<file path="src/rtl/p2s_tx.sv">
// p2s_tx: parallel-to-serial transmitter driving the e/en serial link.
// Words are queued in a small FIFO and shifted out MSB-first, one bit per clock.
// Each word is followed by GAP idle cycles.
module p2s_tx #(
    parameter int unsigned WIDTH = 10,
    parameter int unsigned DEPTH = 4,
    parameter int unsigned GAP   = 2
) (
    input  logic                     clk,
    input  logic                     rst,
    input  logic                     din_valid,
    input  logic [WIDTH-1:0]         din,
    output logic                     din_ready,
    output logic                     dext,
    output logic                     en,
    output logic                     frame,
    output logic                     busy,
    output logic [$clog2(DEPTH):0]   count
);

    localparam int unsigned AW = $clog2(DEPTH);
    localparam int unsigned CW = AW + 1;
    localparam int unsigned BW = (WIDTH > 1) ? $clog2(WIDTH) : 1;
    localparam int unsigned GW = (GAP > 1) ? $clog2(GAP) : 1;

    typedef enum logic [1:0] {
        ST_IDLE  = 2'd0,
        ST_SHIFT = 2'd1,
        ST_GAP   = 2'd2
    } state_t;

    state_t           state;
    logic [WIDTH-1:0] mem [DEPTH];
    logic [AW-1:0]    wr_ptr;
    logic [AW-1:0]    rd_ptr;
    logic [WIDTH-2:0] rest;
    logic [BW-1:0]    bitcnt;
    logic [GW-1:0]    gapcnt;
    logic [WIDTH-1:0] head;
    logic             have_word;
    logic             wr;
    logic             pop;

    assign head      = mem[rd_ptr];
    assign have_word = (count != '0);
    assign din_ready = (count != CW'(DEPTH)) && !rst;
    assign wr        = din_valid && din_ready;
    assign busy      = (state != ST_IDLE) || have_word;

    // Load opportunities: idle, last bit with no gap, or last gap cycle.
    always_comb begin
        pop = 1'b0;
        case (state)
            ST_IDLE:  pop = have_word;
            ST_SHIFT: pop = have_word && (bitcnt == '0) && (GAP == 0);
            ST_GAP:   pop = have_word && (gapcnt == '0);
            default:  pop = 1'b0;
        endcase
    end

    // FIFO storage; writes are already blocked during reset via din_ready.
    always_ff @(posedge clk) begin
        if (wr) begin
            mem[wr_ptr] <= din;
        end
    end

    // FIFO pointers and occupancy.
    always_ff @(posedge clk) begin
        if (rst) begin
            wr_ptr <= '0;
            rd_ptr <= '0;
            count  <= '0;
        end else begin
            if (wr) begin
                wr_ptr <= wr_ptr + AW'(1);
            end
            if (pop) begin
                rd_ptr <= rd_ptr + AW'(1);
            end
            if (wr && !pop) begin
                count <= count + CW'(1);
            end else if (!wr && pop) begin
                count <= count - CW'(1);
            end
        end
    end

    // Serializer FSM with registered en/dext/frame.
    always_ff @(posedge clk) begin
        if (rst) begin
            state  <= ST_IDLE;
            rest   <= '0;
            bitcnt <= '0;
            gapcnt <= '0;
            en     <= 1'b0;
            dext   <= 1'b0;
            frame  <= 1'b0;
        end else begin
            frame <= 1'b0;
            if (pop) begin
                state  <= ST_SHIFT;
                rest   <= head[WIDTH-2:0];
                bitcnt <= BW'(WIDTH - 1);
                en     <= 1'b1;
                dext   <= head[WIDTH-1];
                frame  <= 1'b1;
            end else begin
                case (state)
                    ST_SHIFT: begin
                        if (bitcnt != '0) begin
                            dext   <= rest[WIDTH-2];
                            rest   <= rest << 1;
                            bitcnt <= bitcnt - BW'(1);
                        end else begin
                            en   <= 1'b0;
                            dext <= 1'b0;
                            if (GAP > 0) begin
                                state  <= ST_GAP;
                                gapcnt <= GW'((GAP > 0) ? GAP - 1 : 0);
                            end else begin
                                state <= ST_IDLE;
                            end
                        end
                    end
                    ST_GAP: begin
                        if (gapcnt != '0) begin
                            gapcnt <= gapcnt - GW'(1);
                        end else begin
                            state <= ST_IDLE;
                        end
                    end
                    default: begin
                        state <= ST_IDLE;
                    end
                endcase
            end
        end
    end

endmodule

</file>
<file path="config.mk">
export PLATFORM = sky130hd
export DESIGN_NAME = p2s_tx
export DESIGN_NICKNAME = d
export VERILOG_FILES = /design/src/rtl/p2s_tx.sv
export SDC_FILE = /design/constraint.sdc
export NUM_CORES = 1
export LEC_CHECK = 0
export BUFFER_PORTS_ARGS = -buffer_cell sky130_fd_sc_hd__buf_2
export CAP_MARGIN = 20
export CORE_AREA = 2 2 79 81
export CTS_CLUSTER_DIAMETER = 200
export CTS_CLUSTER_SIZE = 24
export DETAILED_ROUTE_END_ITERATION = 8
export DIE_AREA = 0 0 81 83
export PLACE_DENSITY = 0.66
export SYNTH_ARGS = -nofsm -noshare
export SYNTH_HDL_FRONTEND = slang
export SYNTH_SLANG_ARGS = --single-unit
</file>
<file path="constraint.sdc">
create_clock -name clk -period 4 [get_ports clk]
set_clock_uncertainty 0.15 [all_clocks]
set_input_delay 0.4 -clock clk [delete_from_list [all_inputs] [get_ports clk]]
set_output_delay 0.4 -clock clk [all_outputs]
set_load 0.02 [all_outputs]
</file>
# Word-level counts from Yosys, hierarchy flattened
# Memories as Yosys holds them, arrays and structs flattened. A register that Yosys moved wholly into a read port is not among the register bits.
# Cells that the tools add are included.
[word_totals]
reg_bits = 26
ramBits = 40
input_bits = 13
output_inout_bits = 8
word_cells = 80
memories = 1
[op_classes]
n_addsub = 6
n_eq_ne = 8
muxes = 27
bitwise_logic = 2
n_reduce_logical = 24
[memory_table]
columns = ["name", "depth", "width", "rd", "rd_ports_with_merged_regs", "write_ports", "line", "text"]
rows = [
  ["mem", 4, 10, 1, 1, 1, "33", "logic [WIDTH-1:0] mem [DEPTH];"],
]
[op_table]
columns = ["op", "n"]
rows = [
  ["$mux W9", 3],
  ["$mux W1", 12],
  ["$mux W4", 3],
  ["$reduce_and A2 Y1", 5],
  ["$reduce_bool A2 Y1", 5],
  ["$ne A3 B3 Y1 const B", 3],
  ["$mux W2", 4],
  ["$mux W3", 2],
  ["$ne A2 B2 Y1 const B", 3],
  ["$logic_and A1 B1 Y1", 5],
  ["$add A2 B1 Y2 const B", 2],
  ["$pmux W1 S2", 2],
  ["$pmux W2 S2", 1],
  ["$reduce_bool A4 Y1", 1],
  ["$sub A4 B1 Y4 const B", 1],
  ["$add A3 B1 Y3 const B", 1],
  ["$logic_not A1 Y1", 3],
  ["$reduce_and A3 Y1", 1],
  ["$reduce_bool A3 Y1", 1],
  ["$sub A3 B1 Y3 const B", 1],
  ["$eq A2 B1 Y1 const B", 1],
  ["$eq A2 B2 Y1 const B", 1],
  ["$logic_not A2 Y1", 1],
  ["$not A1 Y1", 2],
  ["other kinds (3)", 3],
]

# Longest topological paths before layout
# Gate-level depths: netlist (run 1).
[depth]
ltp_word = 7
mapped_depth = 11

# Least setup slack after synthesis (run 1)
# No wires, ideal clock.
[synth_timing]
path_kind = "reg-to-reg"
from = "reg count[0]"
to = "reg count[2]"
setup_ns = 0.071
arrival_time_ns = 2.294
required_time_ns = 3.779
slack_ns = 1.485
path_stages_with_launch = 9
synth_period_minus_slack_ns = 2.515
path_cell_list = "dfxtp_1 -> nor2_1 -> a211oi_2 -> ha_1 -> inv_1 -> fa_1 -> xor2_1 -> or3_1 -> a21oi_1"
[synth_between]
elab_chain_cells = 6
[synth_rtl]
columns = ["item", "line", "text"]
rows = [
  ["from (decl)", "18", "output logic [$clog2(DEPTH):0] count"],
  ["from (signal assigned)", "82", "count <= count + CW'(1);"],
  ["from (signal assigned)", "84", "count <= count - CW'(1);"],
  ["$ne A3 B3 Y1 *", "46", "assign din_ready = (count != CW'(DEPTH)) && !rst;"],
  ["$logic_and A1 B1 Y1 *", "46", ""],
  ["$logic_and A1 B1 Y1 *", "47", "assign wr = din_valid && din_ready;"],
  ["net wr", "41", "logic wr;"],
  ["$logic_not A1 Y1", "83", "end else if (!wr && pop) begin"],
  ["$logic_and A1 B1 Y1", "83", ""],
  ["$reduce_bool A2 Y1 (no source line)", "-", ""],
]
# Mark *: on every way through the listed nets, which the timed path passes. The rest lies on a longest branch. The select of a mux whose other input is x is not followed.
# A chain may end at the register's enable or synchronous reset.

# Worst setup path in the final report (run 1)
[layout_timing]
from = "reg state[0]"
to = "reg count[2]"
[layout_between]
elab_chain_cells = 5
[layout_rtl]
columns = ["item", "line", "text"]
rows = [
  ["from (decl)", "32", "state_t state;"],
  ["from (signal assigned)", "92", "state <= ST_IDLE;"],
  ["from (signal assigned)", "102", "state <= ST_SHIFT;"],
  ["from (signal assigned)", "119", "state <= ST_GAP;"],
  ["$eq A2 B2 Y1 / $logic_not A2 Y1 (equally long branches)", "53", "case (state)"],
  ["$pmux W1 S2 *", "53", ""],
  ["$logic_not A1 Y1", "81", "if (wr && !pop) begin"],
  ["$logic_and A1 B1 Y1", "81", ""],
  ["$mux W3 / $reduce_bool A2 Y1 (equally long branches)", "-", ""],
]
# Every way passes the cells marked *; elsewhere a longest branch is shown, timed or not.

==> impl_summary.log, run 1 <==
INFO  metric drtIter0Drc = about 110
INFO  metric global_route.overflow_total = 0
INFO  metric pin_count = 21
INFO  metric tritoncts = built
INFO  metric floorplan.core_area = 0.00582 mm^2
INFO  metric postSynthCellCount = 186
INFO  metric reg2reg_slack = 1.24 ns
INFO  metric clock_tree.htree_level_count = 3
INFO  metric routed_wl = 4680 um
INFO  metric die_h = 83 um
INFO  metric finalWeightedCongestion = ~0.7
INFO  metric worst_setup_path_end_kind = flop
INFO  metric grt_start_max_net_pins = 20
INFO  metric post-dp-hpwl = 3240 um
INFO  metric maximum_fanout_along_the_worst_path = 14
INFO  metric timing.slew.headroom = 0.548
INFO  metric max-clock-path-buffers = 2
INFO  metric clkTransAtPathRegs = 0.08 ns
INFO  metric worst_r2r_endpoint = count[2]
INFO  metric global_route_wire_length_before_repair = 7580 um
INFO  metric met3_length = 143 um
INFO  metric detail_route.vias_per_cell = 5.34
INFO  metric antenna_cells_inserted = 0
INFO  metric preCtsSetupSlack = 1.28 ns
INFO  metric drc = 0
INFO  metric final_min_period_over_clock_period = 0.689
INFO  metric finalNetCount = 232
INFO  metric ant_nets = 0
INFO  metric power.internal = 1.52 mW
INFO  metric power.share.sequential = 0.434
INFO  metric rr_startpoint = state[0]
INFO  metric hold_end = mem[0][3]
INFO  metric layout.cells.most_common_list = edfxtp_1, dfxtp_1, buf_2
INFO  metric synth_cell_types = 40
INFO  metric hold_violations = 0
INFO  metric cts.root.buffer_cell = clkbuf_8
INFO  metric clock_sinks = between 60 and 70
INFO  metric detailedRoute.firstPassIterationCount = 4
INFO  metric final-seq-area = 0.00176 mm^2
INFO  metric min_period = 2.76 ns
INFO  metric critical_path.startpoint_type = flop
INFO  metric rsz0062_at_grt = false
INFO  metric cts_inserted_buffers = 9
INFO  metric hold_buffers = 0
INFO  metric ys_seq_area_frac = 0.634
INFO  metric routed_wire_length_per_instance = between 15 and 20 um
INFO  metric ir_worst_vdd = 315 uV
INFO  metric final_util = 0.542
INFO  metric total_power = 2.25 mW
INFO  metric layout-area-overhead-vs-synth = 13.3%
INFO  metric syn_area_per_cell = 14.9 um^2
INFO  metric timing.setup.critical_path_class = flop to flop
INFO  metric cellLeakagePower = 1.14 nW
INFO  metric worst_hold_path_type = primary input to flop
INFO  metric gr-usage-all-layers = 0.156
INFO  metric port-buffer-count = 20
INFO  metric max_cap_violations = 0
INFO  metric met2_length = 2520 um
INFO  metric fin_worst_setup_slack = 1.24 ns
INFO  metric die_outline_width = 81 um
INFO  metric cp_startpoint = state[0]
INFO  metric power_frac_comb = 0.291
INFO  metric switching_share = 0.323
INFO  metric status = complete, no violations
INFO  metric final-max-slew-violation-count = 0
INFO  metric synth_nets = roughly 210
INFO  metric layout.cells.most_common = edfxtp_1
INFO  metric routed-via-count = 1544
INFO  metric floorplan.rows = 28
INFO  metric worst-slew-pin-transition = 0.677 ns
INFO  metric cts_post_setup_buffers_inserted = 0
INFO  metric worstSkewPairLatency = roughly 0.33 ns
INFO  metric timing.hold.ws = 0.124 ns
INFO  metric pwrdens = 715 mW/mm^2
INFO  metric vias_in_the_first_global_route = 1577
INFO  metric critical_path_arrival = 2.88 ns
INFO  metric cts_resized = 0
INFO  metric setup_viol_count_final = 0
INFO  metric setup-tns-final = 0 ns
INFO  metric rr_worst_depth = 10
INFO  metric met1Wirelength = about 2000 um
INFO  metric grt_antenna_before_repair = 0
INFO  metric design.die.area = approximately 0.0067 mm^2
INFO  metric crit_required = 4.12 ns
INFO  metric initial_utilization = 0.478
INFO  metric hold-path-cell-count = 1
INFO  metric achievable-frequency = 0.363 GHz
INFO  metric holdCritStartpoint = din[3]
INFO  metric mappedNetlistArea = approximately 0.0028 mm^2
INFO  metric drive_above_1_share = 0.252
INFO  metric top_layer_used = met4
INFO  metric multiInputGateArea = 940 um^2
INFO  metric count_of_filler_cells_inserted_in_the_layout = 493
INFO  metric net-switching-power = between 0.7 and 0.8 mW
INFO  metric synth.yosys.warnings = 0
INFO  metric power.clock.fraction = 0.275
INFO  metric yosys_register_bits = 68
-- registers in the layout (all words and copies together) (netlist names), named ones only --
name,flops
state,2
bitcnt,4
mem,40
wr_ptr,2
frame,1
rest,9
gapcnt,1
dext,1
count,3
rd_ptr,2
en,1
-- cell usage after synthesis --
| cell | n | area share |
|---|---|---|
| a211oi_2 | 2 | 0.0090 |
| a21o_1 | 1 | 0.0027 |
| a21oi_1 | 11 | 0.020 |
| a311oi_2 | 1 | 0.0054 |
| a31oi_1 | 1 | 0.0023 |
| and2_1 | 5 | 0.011 |
| and4_1 | 1 | 0.0032 |
| buf_1 | 1 | 0.0013 |
| buf_2 | 3 | 0.0054 |
| buf_6 | 2 | 0.0081 |
| clkbuf_1 | 2 | 0.0027 |
| dfxtp_1 | 28 | 0.20 |
| edfxtp_1 | 40 | 0.43 |
| fa_1 | 1 | 0.0072 |
| ha_1 | 9 | 0.041 |
| inv_1 | 8 | 0.011 |
| mux2i_1 | 9 | 0.032 |
| mux4_2 | 10 | 0.081 |
| nand2_1 | 6 | 0.0081 |
| nand2_2 | 1 | 0.0023 |
| nand2b_1 | 3 | 0.0068 |
| nand3_1 | 2 | 0.0036 |
| nand3b_1 | 1 | 0.0027 |
| nand4b_1 | 1 | 0.0032 |
| nor2_1 | 10 | 0.014 |
| nor2b_1 | 1 | 0.0023 |
| nor3_1 | 2 | 0.0036 |
| nor3_2 | 1 | 0.0036 |
| nor3b_1 | 1 | 0.0027 |
| o211ai_1 | 1 | 0.0027 |
| o21ai_0 | 1 | 0.0018 |
| o21ai_4 | 1 | 0.0059 |
| o2bb2ai_1 | 8 | 0.025 |
| o31ai_1 | 1 | 0.0027 |
| or3_1 | 1 | 0.0023 |
| or3_4 | 1 | 0.0041 |
| or3b_4 | 1 | 0.0041 |
| or4b_1 | 1 | 0.0036 |
| xnor2_1 | 2 | 0.0063 |
| xor2_1 | 4 | 0.013 |
-- logic make-up after synthesis --
| logic type | after synthesis | share of synthesized area |
|---|---|---|
| xor+xnor | 6 | 0.0189 |
| fa+ha+maj | 10 | 0.0477 |
| simple gates | 39 | 0.0806 |
| buf+inv | 16 | 0.0284 |
| mux | 19 | 0.113 |
| flops | 68 | 0.634 |
| compound gates | 28 | 0.0774 |
-- how the worst max path moves through the flow --
stage | endpoint | depth (start not counted) | slack (ns)
floorplan | count[2] | 8 | 1.49
global placement | count[2] | 10 | 1.45
detailed placement | count[2] | 10 | 1.28
CTS | count[2] | 10 | 1.25
global route | count[2] | 10 | 1.11
finish | count[2] | 10 | 1.24
-- critical path, stage by stage, from the launching register on --
cell,delay (ns)
dfxtp_1,0.35
inv_1,0.08
ha_1,0.25
nor2b_1,0.18
o21ai_4,0.34
ha_1,0.26
inv_1,0.06
fa_1,0.37
xor2_1,0.18
or3_1,0.32
a21oi_1,0.15
-- area by class of cell --
class	count	share of cell area
timing repair buffer	20	0.0318
clock buffer	9	0.0393
tap	75	0.0298
multi-input combinational	102	0.298
clock inverter	7	0.0322
inverter	8	0.00953
sequential	68	0.559
-- per-stage QoR --
| stage | instances | area [um^2] |
|---|---|---|
| 5_1_grt | 289 | 3150 |
| 2_1_floorplan | 186 | 2780 |
| 3_5_place_dp | 273 | 2930 |
| 6_report | 289 | 3150 |
| 4_1_cts | 289 | 3150 |
| 3_3_place_gp | 273 | 2930 |
-- power by group through the flow --
stage | Clock [mW] | Sequential, mW | Combinational (mW)
detailed placement | 0 | 0.999 | 0.658
floorplan | 0 | 0.972 | 0.543
global placement | 0 | 0.986 | 0.623
finish | 0.619 | 0.978 | 0.654
CTS | 0.633 | 0.983 | 0.662
global route | 0.667 | 0.998 | 0.717
-- layer usage --
layer / global-route usage / up-vias
li1: - / 746
met1: 0.187 / 765
met2: 0.255 / 27
met3: 0.0522 / 6
met4: 0.0647 / 0
met5: 0 / -
No activity file was read; power rests on OpenSTA's default activity.
==> run 2, diff against run 1 <==
- ABC_AREA: not set -> 1
- CORE_AREA: 2 2 79 81 -> 2 2 81 83
- DIE_AREA: 0 0 81 83 -> 0 0 83 85
- PLACE_DENSITY: 0.66 -> 0.67
- clock period: 4 -> 2.6 ns (I/O delays scaled with it)
==> impl_summary.log, run 2 <==
INFO  metric power.share.sequential = 0.388 (was 0.434)
INFO  metric fin_worst_setup_slack = 0.508 ns (was 1.24 ns)
INFO  metric die_outline_width = 83 um (was 81 um)
INFO  metric cellLeakagePower = 1.48 nW (was 1.14 nW)
INFO  metric clock_sinks = 68 (unchanged)
INFO  metric number_of_enable_flip_flop_cells_after_synthesis = 40 (unchanged)
INFO  metric power.internal = 2.25 mW (was 1.52 mW)
INFO  metric design.die.area = 0.00706 mm^2 (was 0.00672 mm^2)
INFO  metric parity_gate_share_of_the_synthesized_area_counting_xor_and_xnor_cells = 0 (was 0.0189)
INFO  metric timing.setup.critical_path_class = flop to flop (unchanged)
INFO  metric top_regs = mem: 40 flops, rest: 9 flops, bitcnt: 4 flops (unchanged)
INFO  metric postSynthCellCount = 310 (was 186)
INFO  metric muxShareOfSynthArea = 0 (was 0.113)
INFO  metric max_cap_violations = 0 (unchanged)
INFO  metric synthSimpleGateAreaFrac = 0.224 (was 0.0806)
INFO  metric finalInstanceArea = 0.00345 mm^2 (was 0.00315 mm^2)
INFO  metric net-switching-power = 1.45 mW (was 0.728 mW)
INFO  metric preCtsSetupSlack = 0.522 ns (was 1.28 ns)
INFO  metric antenna_cells_inserted = 0 (unchanged)
INFO  metric drive_above_1_share = 0.161 (was 0.252)
INFO  metric detailedRoute.firstPassIterationCount = 4 (unchanged)
INFO  metric setup-tns-final = 0 ns (unchanged)
INFO  metric final_min_period_over_clock_period = 0.805 (was 0.689)
INFO  metric synth_compound_gate_area_share = 0.0631 (was 0.0774)
INFO  metric clock_tree.htree_level_count = 3 (unchanged)
INFO  metric achievable-frequency = 0.478 GHz (was 0.363 GHz)
INFO  metric routed-via-count = 2124 (was 1544)
INFO  metric largest_register_ffs = 40 (unchanged)
INFO  metric cell_count_final_fillers_out = 430 (was 289)
INFO  metric count_of_filler_cells_inserted_in_the_layout = 532 (was 493)
INFO  metric layout.cells.most_common_list = nand2_1, nand3_1, edfxtp_1 (was edfxtp_1, dfxtp_1, buf_2)
INFO  metric routed_wl = 5410 um (was 4680 um)
INFO  metric synth_ff_type = edfxtp_1 (unchanged)
INFO  metric power.clock.fraction = 0.230 (was 0.275)
INFO  metric worst_hold_path_type = primary input to flop (unchanged)
INFO  metric post-dp-hpwl = 3340 um (was 3240 um)
INFO  metric mappedNetlistArea = 0.00298 mm^2 (was 0.00278 mm^2)
INFO  metric drtIter0Drc = 82 (was 112)
INFO  metric global_route.overflow_total = 0 (unchanged)
INFO  metric worstSkewPairLatency = 0.34 ns (was 0.33 ns)
INFO  metric path_cells = inv_1, ha_1, nand2_1, nand2_1, nand2_4, ha_1, inv_1, fa_1, nor2_1, nor2_1, nand2_1, o21ai_0, a21oi_1 (was inv_1, ha_1, nor2b_1, o21ai_4, ha_1, inv_1, fa_1, xor2_1, or3_1, a21oi_1)
INFO  metric worst-slew-pin-transition = 0.627 ns (was 0.677 ns)
INFO  metric timing.critical_path.slowest_stage_cell = fa_1 (unchanged)
INFO  metric die_h = 85 um (was 83 um)
INFO  metric holdCritStartpoint = rst (was din[3])
INFO  metric power_frac_comb = 0.381 (was 0.291)
INFO  metric place.detailed.instances = 404 (was 273)
INFO  metric cts_post_setup_buffers_inserted = 0 (unchanged)
INFO  metric rr_worst_depth = 13 (was 10)
INFO  metric yosys_register_bits = 68 (unchanged)
INFO  metric yosysMostFrequentCell = nand2_1 (was edfxtp_1)
INFO  metric global_route_wire_length_before_repair = 8910 um (was 7580 um)
INFO  metric worst_path_most_repeated_cell = nand2_1
INFO  metric hold_violations = 0 (unchanged)
INFO  metric initial_utilization = 0.480 (was 0.478)
INFO  metric vias_in_the_first_global_route = 1959 (was 1577)
INFO  metric synth_async_sr_flop_share = 0 (unchanged)
INFO  metric status = complete, no violations (unchanged)
INFO  metric floorplan.rows = 29 (was 28)
INFO  metric detail_route.vias_per_cell = 4.94 (was 5.34)
INFO  metric critical_path_buf_inv_count = 2 (unchanged)
INFO  metric setup_viol_count_final = 0 (unchanged)
INFO  metric critical_path.startpoint_type = flop (unchanged)
INFO  metric critical_path_arrival = 2.22 ns (was 2.88 ns)
INFO  metric largest_family_of_logic_cells_by_synthesized_area = simple AND/OR/NAND/NOR gates (was multiplexers)
INFO  metric min_period = 2.09 ns (was 2.76 ns)
INFO  metric layout-area-overhead-vs-synth = 16.0% (was 13.3%)
INFO  metric port-buffer-count = 20 (unchanged)
INFO  metric synth_cell_types = 30 (was 40)
INFO  metric grt_start_max_net_pins = 28 (was 20)
INFO  metric timing.hold.ws = 0.0382 ns (was 0.124 ns)
INFO  metric hold_end = bitcnt[0] (was mem[0][3])
INFO  metric cell_type_group_with_the_largest_total_delay_on_the_critical_path = adder cells (unchanged)
INFO  metric timing.slew.headroom = 0.582 (was 0.548)
INFO  metric cts.root.buffer_cell = clkbuf_8 (unchanged)
INFO  metric placement.cell_area = 0.00315 mm^2 (was 0.00293 mm^2)
INFO  metric routed_wire_length_per_instance = 12.6 um (was 16.2 um)
INFO  metric pin_count = 21 (unchanged)
INFO  metric grt_antenna_before_repair = 0 (unchanged)
INFO  metric synth_nets = 333 (was 209)
INFO  metric hold-path-cell-count = 2 (was 1)
INFO  metric pwrdens = 1070 mW/mm^2 (was 715 mW/mm^2)
INFO  metric synth.largest_area_cell = edfxtp_1 (unchanged)
INFO  metric ir_worst_vdd = 575 uV (was 315 uV)
INFO  metric final-max-slew-violation-count = 0 (unchanged)
INFO  metric drc = 0 (unchanged)
INFO  metric ys_seq_area_frac = 0.592 (was 0.634)
INFO  metric rsz0062_at_grt = false (unchanged)
INFO  metric crit_required = 2.73 ns (was 4.12 ns)
INFO  metric critical_path.max_stage_delay = 0.38 ns (was 0.37 ns)
INFO  metric max-clock-path-buffers = 2 (unchanged)
INFO  metric switching_share = 0.393 (was 0.323)
INFO  metric maximum_fanout_along_the_worst_path = 3 (was 14)
INFO  metric synth.yosys.warnings = 0 (unchanged)
INFO  metric reg2reg_slack = 0.51 ns (was 1.24 ns)
INFO  metric ant_nets = 0 (unchanged)
INFO  metric finalWeightedCongestion = 0.785 (was 0.689)
INFO  metric finalNetCount = 371 (was 232)
INFO  metric worst_setup_path_end_kind = flop (unchanged)
INFO  metric syn_area_per_cell = 9.60 um^2 (was 14.9 um^2)
INFO  metric gr-usage-all-layers = 0.162 (was 0.156)
INFO  metric synth-adder-area-share = 0.0446 (was 0.0477)
INFO  metric layout.cells.most_common = nand2_1 (was edfxtp_1)
INFO  metric clkTransAtPathRegs = 0.08 ns (about the same)
INFO  metric largest-register = mem (unchanged)
INFO  metric synth_top_cells_by_count = nand2_1, nand3_1, edfxtp_1 (was edfxtp_1, dfxtp_1, a21oi_1)
INFO  metric post-synth-top-area-fraction = 0.404 (was 0.432)
INFO  metric cts_inserted_buffers = 9 (unchanged)
INFO  metric rr_startpoint = state[0] (unchanged)
INFO  metric synth_top_cells_by_area = edfxtp_1, dfxtp_1, nand2_1, nand3_1, inv_1 (was edfxtp_1, dfxtp_1, mux4_2, ha_1, mux2i_1)
INFO  metric floorplan.core_area = 0.00620 mm^2 (was 0.00582 mm^2)
INFO  metric worst_r2r_endpoint = count[2] (unchanged)
INFO  metric tritoncts = built (unchanged)
[run 2: layout make-up]
cell class,count,area (um^2),share of cell area
Clock inverter,7,75.1,0.0217
Sequential cell,68,1760,0.510
Multi-Input combinational cell,192,988,0.286
Tap cell,77,96.3,0.0279
Timing Repair Buffer,38,260,0.0754
Clock buffer,9,124,0.0359
Inverter,39,146,0.0424
[run 2: how the worst max path moves through the flow]
stage                  start       end  cells past startpoint
finish              state[0]  count[2]                     13
global route        count[1]  count[2]                     12
CTS                 state[0]  count[2]                     13
detailed placement  state[0]  count[2]                     13
global placement    state[0]  count[2]                     13
floorplan           state[0]  count[2]                     14
[run 2: kinds of logic (layout without fill, tap and decap cells)]
logic type | after synthesis | in the layout
compound gates | 32 | 32
simple gates | 150 | 150
fa+ha+maj | 10 | 10
buf+inv | 50 | 93
flops | 68 | 68
[run 2: timing repair]
action,4_1_cts,5_1_grt
resized for setup,0,0
hold buffers,10,0
hold endpoints to repair,40,0
[run 2: metrics by stage]
| stage | utilization | power, mW |
|---|---|---|
| floorplan | - | 2.60 |
| global placement | 0.508 | 2.84 |
| detailed placement | 0.508 | 2.86 |
| CTS | 0.556 | 3.74 |
| global route | 0.556 | 3.99 |
| finish | 0.556 | 3.71 |
[run 2: power groups by stage]
stage	Sequential, mW	Combinational (mW)	Clock [mW]
4_1_cts	1.44	1.42	0.876
5_1_grt	1.47	1.61	0.915
3_3_place_gp	1.46	1.39	0
6_report	1.44	1.41	0.854
2_1_floorplan	1.50	1.11	0
3_5_place_dp	1.46	1.40	0
[run 2: worst reg2reg max path, cell delays in order (launching register included)]
cell	delay (ns)
dfxtp_1	0.36
inv_1	0.07
ha_1	0.23
nand2_1	0.08
nand2_1	0.08
nand2_4	0.06
ha_1	0.13
inv_1	0.07
fa_1	0.38
nor2_1	0.11
nor2_1	0.04
nand2_1	0.07
o21ai_0	0.07
a21oi_1	0.12
[run 2: layer usage]
layer	up-vias	track usage	wire length [um]
met2	37	0.268	2540
met1	980	0.204	2610
met4	0	0.0477	59
met3	6	0.0554	199
li1	1101	-	-
met5	-	0	0
==> run 3, diff against run 2 <==
- ABC_AREA: 1 -> 0
- CORE_AREA: 2 2 81 83 -> 2 2 79 81
- DIE_AREA: 0 0 83 85 -> 0 0 81 83
- PLACE_DENSITY: 0.67 -> 0.69
- clock period: 2.6 -> 1.9 ns (I/O delays scaled with it)
==> impl_summary.log, run 3 (same netlist as run 1, synthesis figures left out) <==
INFO  metric design.die.area = 0.00672 mm^2 (was 0.00706 mm^2)
INFO  metric critical_path_arrival = 2.31 ns (was 2.22 ns)
INFO  metric global_route_wire_length_before_repair = 8090 um (was 8910 um)
INFO  metric global_route.overflow_total = 0 (unchanged)
INFO  metric layout.cells.most_common = edfxtp_1 (was nand2_1)
INFO  metric post-dp-hpwl = 3180 um (was 3340 um)
INFO  metric routed-via-count = 1640 (was 2124)
INFO  metric initial_utilization = 0.478 (was 0.480)
INFO  metric violations = setup timing
INFO  metric hold_violations = 0 (unchanged)
INFO  metric antenna_cells_inserted = 0 (unchanged)
INFO  metric clock_sinks = 68 (unchanged)
INFO  metric final-max-slew-violation-count = 0 (unchanged)
INFO  metric reg2reg_slack = -0.28 ns (was 0.51 ns)
INFO  metric floorplan.rows = 28 (was 29)
INFO  metric grt_start_max_net_pins = 19 (was 28)
INFO  metric cts_inserted_buffers = 9 (unchanged)
INFO  metric final_min_period_over_clock_period = 1.15 (was 0.805)
INFO  metric cell_count_final_fillers_out = 326 (was 430)
INFO  metric routed_wl = 4890 um (was 5410 um)
INFO  metric drive_above_1_share = 0.382 (was 0.161)
INFO  metric cts.root.buffer_cell = clkbuf_8 (unchanged)
INFO  metric min_period = 2.18 ns (was 2.09 ns)
INFO  metric timing.slew.headroom = 0.784 (was 0.582)
INFO  metric timing.setup.critical_path_class = flop to flop (unchanged)
INFO  metric pin_count = 21 (unchanged)
INFO  metric ir_worst_vdd = 720 uV (was 575 uV)
INFO  metric rsz0062_at_grt = true (was false)
INFO  metric gr-usage-all-layers = 0.164 (was 0.162)
INFO  metric achievable-frequency = 0.459 GHz (was 0.478 GHz)
INFO  metric top_layer_used = met4 (unchanged)
INFO  metric crit_required = 2.03 ns (was 2.73 ns)
INFO  metric drc = 0 (unchanged)
INFO  metric worstSkewPairLatency = 0.34 ns (about the same)
INFO  metric ant_nets = 0 (unchanged)
INFO  metric tritoncts = built (unchanged)
INFO  metric worst-slew-pin-transition = 0.323 ns (was 0.627 ns)
INFO  metric vias_in_the_first_global_route = 1692 (was 1959)
INFO  metric port-buffer-count = 20 (unchanged)
INFO  metric worst_hold_path_type = primary input to flop (unchanged)
INFO  metric met1Wirelength = 2160 um (was 2610 um)
INFO  metric fin_worst_setup_slack = -0.279 ns (was 0.508 ns)
INFO  metric placement.cell_area = 0.00321 mm^2 (was 0.00315 mm^2)
INFO  metric layout-area-overhead-vs-synth = 28.4% (was 16.0%)
INFO  metric status = finished with violations (was complete, no violations)
INFO  metric maximum_fanout_along_the_worst_path = 3 (unchanged)
INFO  metric finalWeightedCongestion = 0.717 (was 0.785)
INFO  metric cellLeakagePower = 1.34 nW (was 1.48 nW)
INFO  metric detail_route.vias_per_cell = 5.03 (was 4.94)
INFO  metric worst_setup_path_end_kind = flop (unchanged)
INFO  metric preCtsSetupSlack = -0.283 ns (was 0.522 ns)
INFO  metric largest-register = mem (unchanged)
INFO  metric clkTransAtPathRegs = 0.07 ns (was 0.08 ns)
INFO  metric setup_viol_count_final = 2 (was 0)
INFO  metric finalNetCount = 269 (was 371)
INFO  metric place.detailed.instances = 298 (was 404)
INFO  metric detailedRoute.firstPassIterationCount = 4 (unchanged)
INFO  metric largest_register_ffs = 40 (unchanged)
INFO  metric max_cap_violations = 0 (unchanged)
INFO  metric met2_length = 2490 um (was 2540 um)
INFO  metric top_regs = mem: 40 flops, rest: 9 flops, bitcnt: 4 flops (unchanged)
INFO  metric drtIter0Drc = 60 (was 82)
INFO  metric critical_path.startpoint_type = flop (unchanged)
INFO  metric die_outline_width = 81 um (was 83 um)
INFO  metric routed_wire_length_per_instance = 15.0 um (was 12.6 um)
INFO  metric max-clock-path-buffers = 2 (unchanged)
INFO  metric die_h = 83 um (was 85 um)
INFO  metric floorplan.core_area = 0.00582 mm^2 (was 0.00620 mm^2)
INFO  metric met3_length = 184 um (was 199 um)
INFO  metric finalInstanceArea = 0.00357 mm^2 (was 0.00345 mm^2)
INFO  metric grt_antenna_before_repair = 0 (unchanged)
INFO  metric pwrdens = 1440 mW/mm^2 (was 1070 mW/mm^2)
INFO  metric layout.cells.most_common_list = edfxtp_1, dfxtp_1, buf_4 (was nand2_1, nand3_1, edfxtp_1)
INFO  metric clock_tree.htree_level_count = 3 (unchanged)
run 3: final timing paths:
kind            start  depth (start not counted)        to
max          count[1]                          8  count[2]
min               rst                          3  count[2]
max reg2reg  count[1]                          8  count[2]
min reg2reg        en                          2        en
run 3: final cells by class:
class | count | area (um^2)
fill | 472 | 2250
sequential | 68 | 1770
multi-input combinational | 102 | 996
timing repair buffer | 57 | 453
clock buffer | 9 | 124
clock inverter | 7 | 98.8
tap | 75 | 93.8
inverter | 8 | 30.0
run 3: routing by layer:
layer | up-vias | GRT usage
li1 | 816 | -
met1 | 795 | 0.204
met2 | 23 | 0.258
met3 | 6 | 0.0652
met4 | 0 | 0.0555
met5 | - | 0
run 3: power breakdown:
group / internal [mW] / switching [mW] / total, mW / leakage (nW)
Combinational: 0.937 / 0.896 / 1.83 / 0.637
Sequential: 1.84 / 0.163 / 2.01 / 0.596
Clock: 0.747 / 0.560 / 1.31 / 0.110
run 3: per-stage QoR:
step	hold WS (ns)	utilization	power [mW]	TNS (ns)
floorplan	0.139	-	3.25	-0.506
global placement	0.253	0.551	3.77	-0.235
detailed placement	0.257	0.551	3.80	-0.319
CTS	0.156	0.612	5.17	-0.325
global route	0.160	0.614	5.47	-0.508
finish	0.162	0.614	5.15	-0.310
run 3: critical path: stages, from the launching register on:
cell and delay [ns]:
dfxtp_4 0.35, or3_4 0.40, o21ai_4 0.09, ha_4 0.16, inv_2 0.04, fa_2 0.34
xor2_1 0.15, or3_1 0.32, a21oi_2 0.11
run 3: timing repair:
| item | 4_1_cts | 5_1_grt |
|---|---|---|
| gates resized for setup | 3 | 3 |
| hold buffers | 10 | 0 |
| buffers inserted | 2 | 0 |
| endpoints found under the hold margin | 40 | 0 |
| setup endpoints to repair | 2 | 3 |
| pin swaps | 2 | 0 |
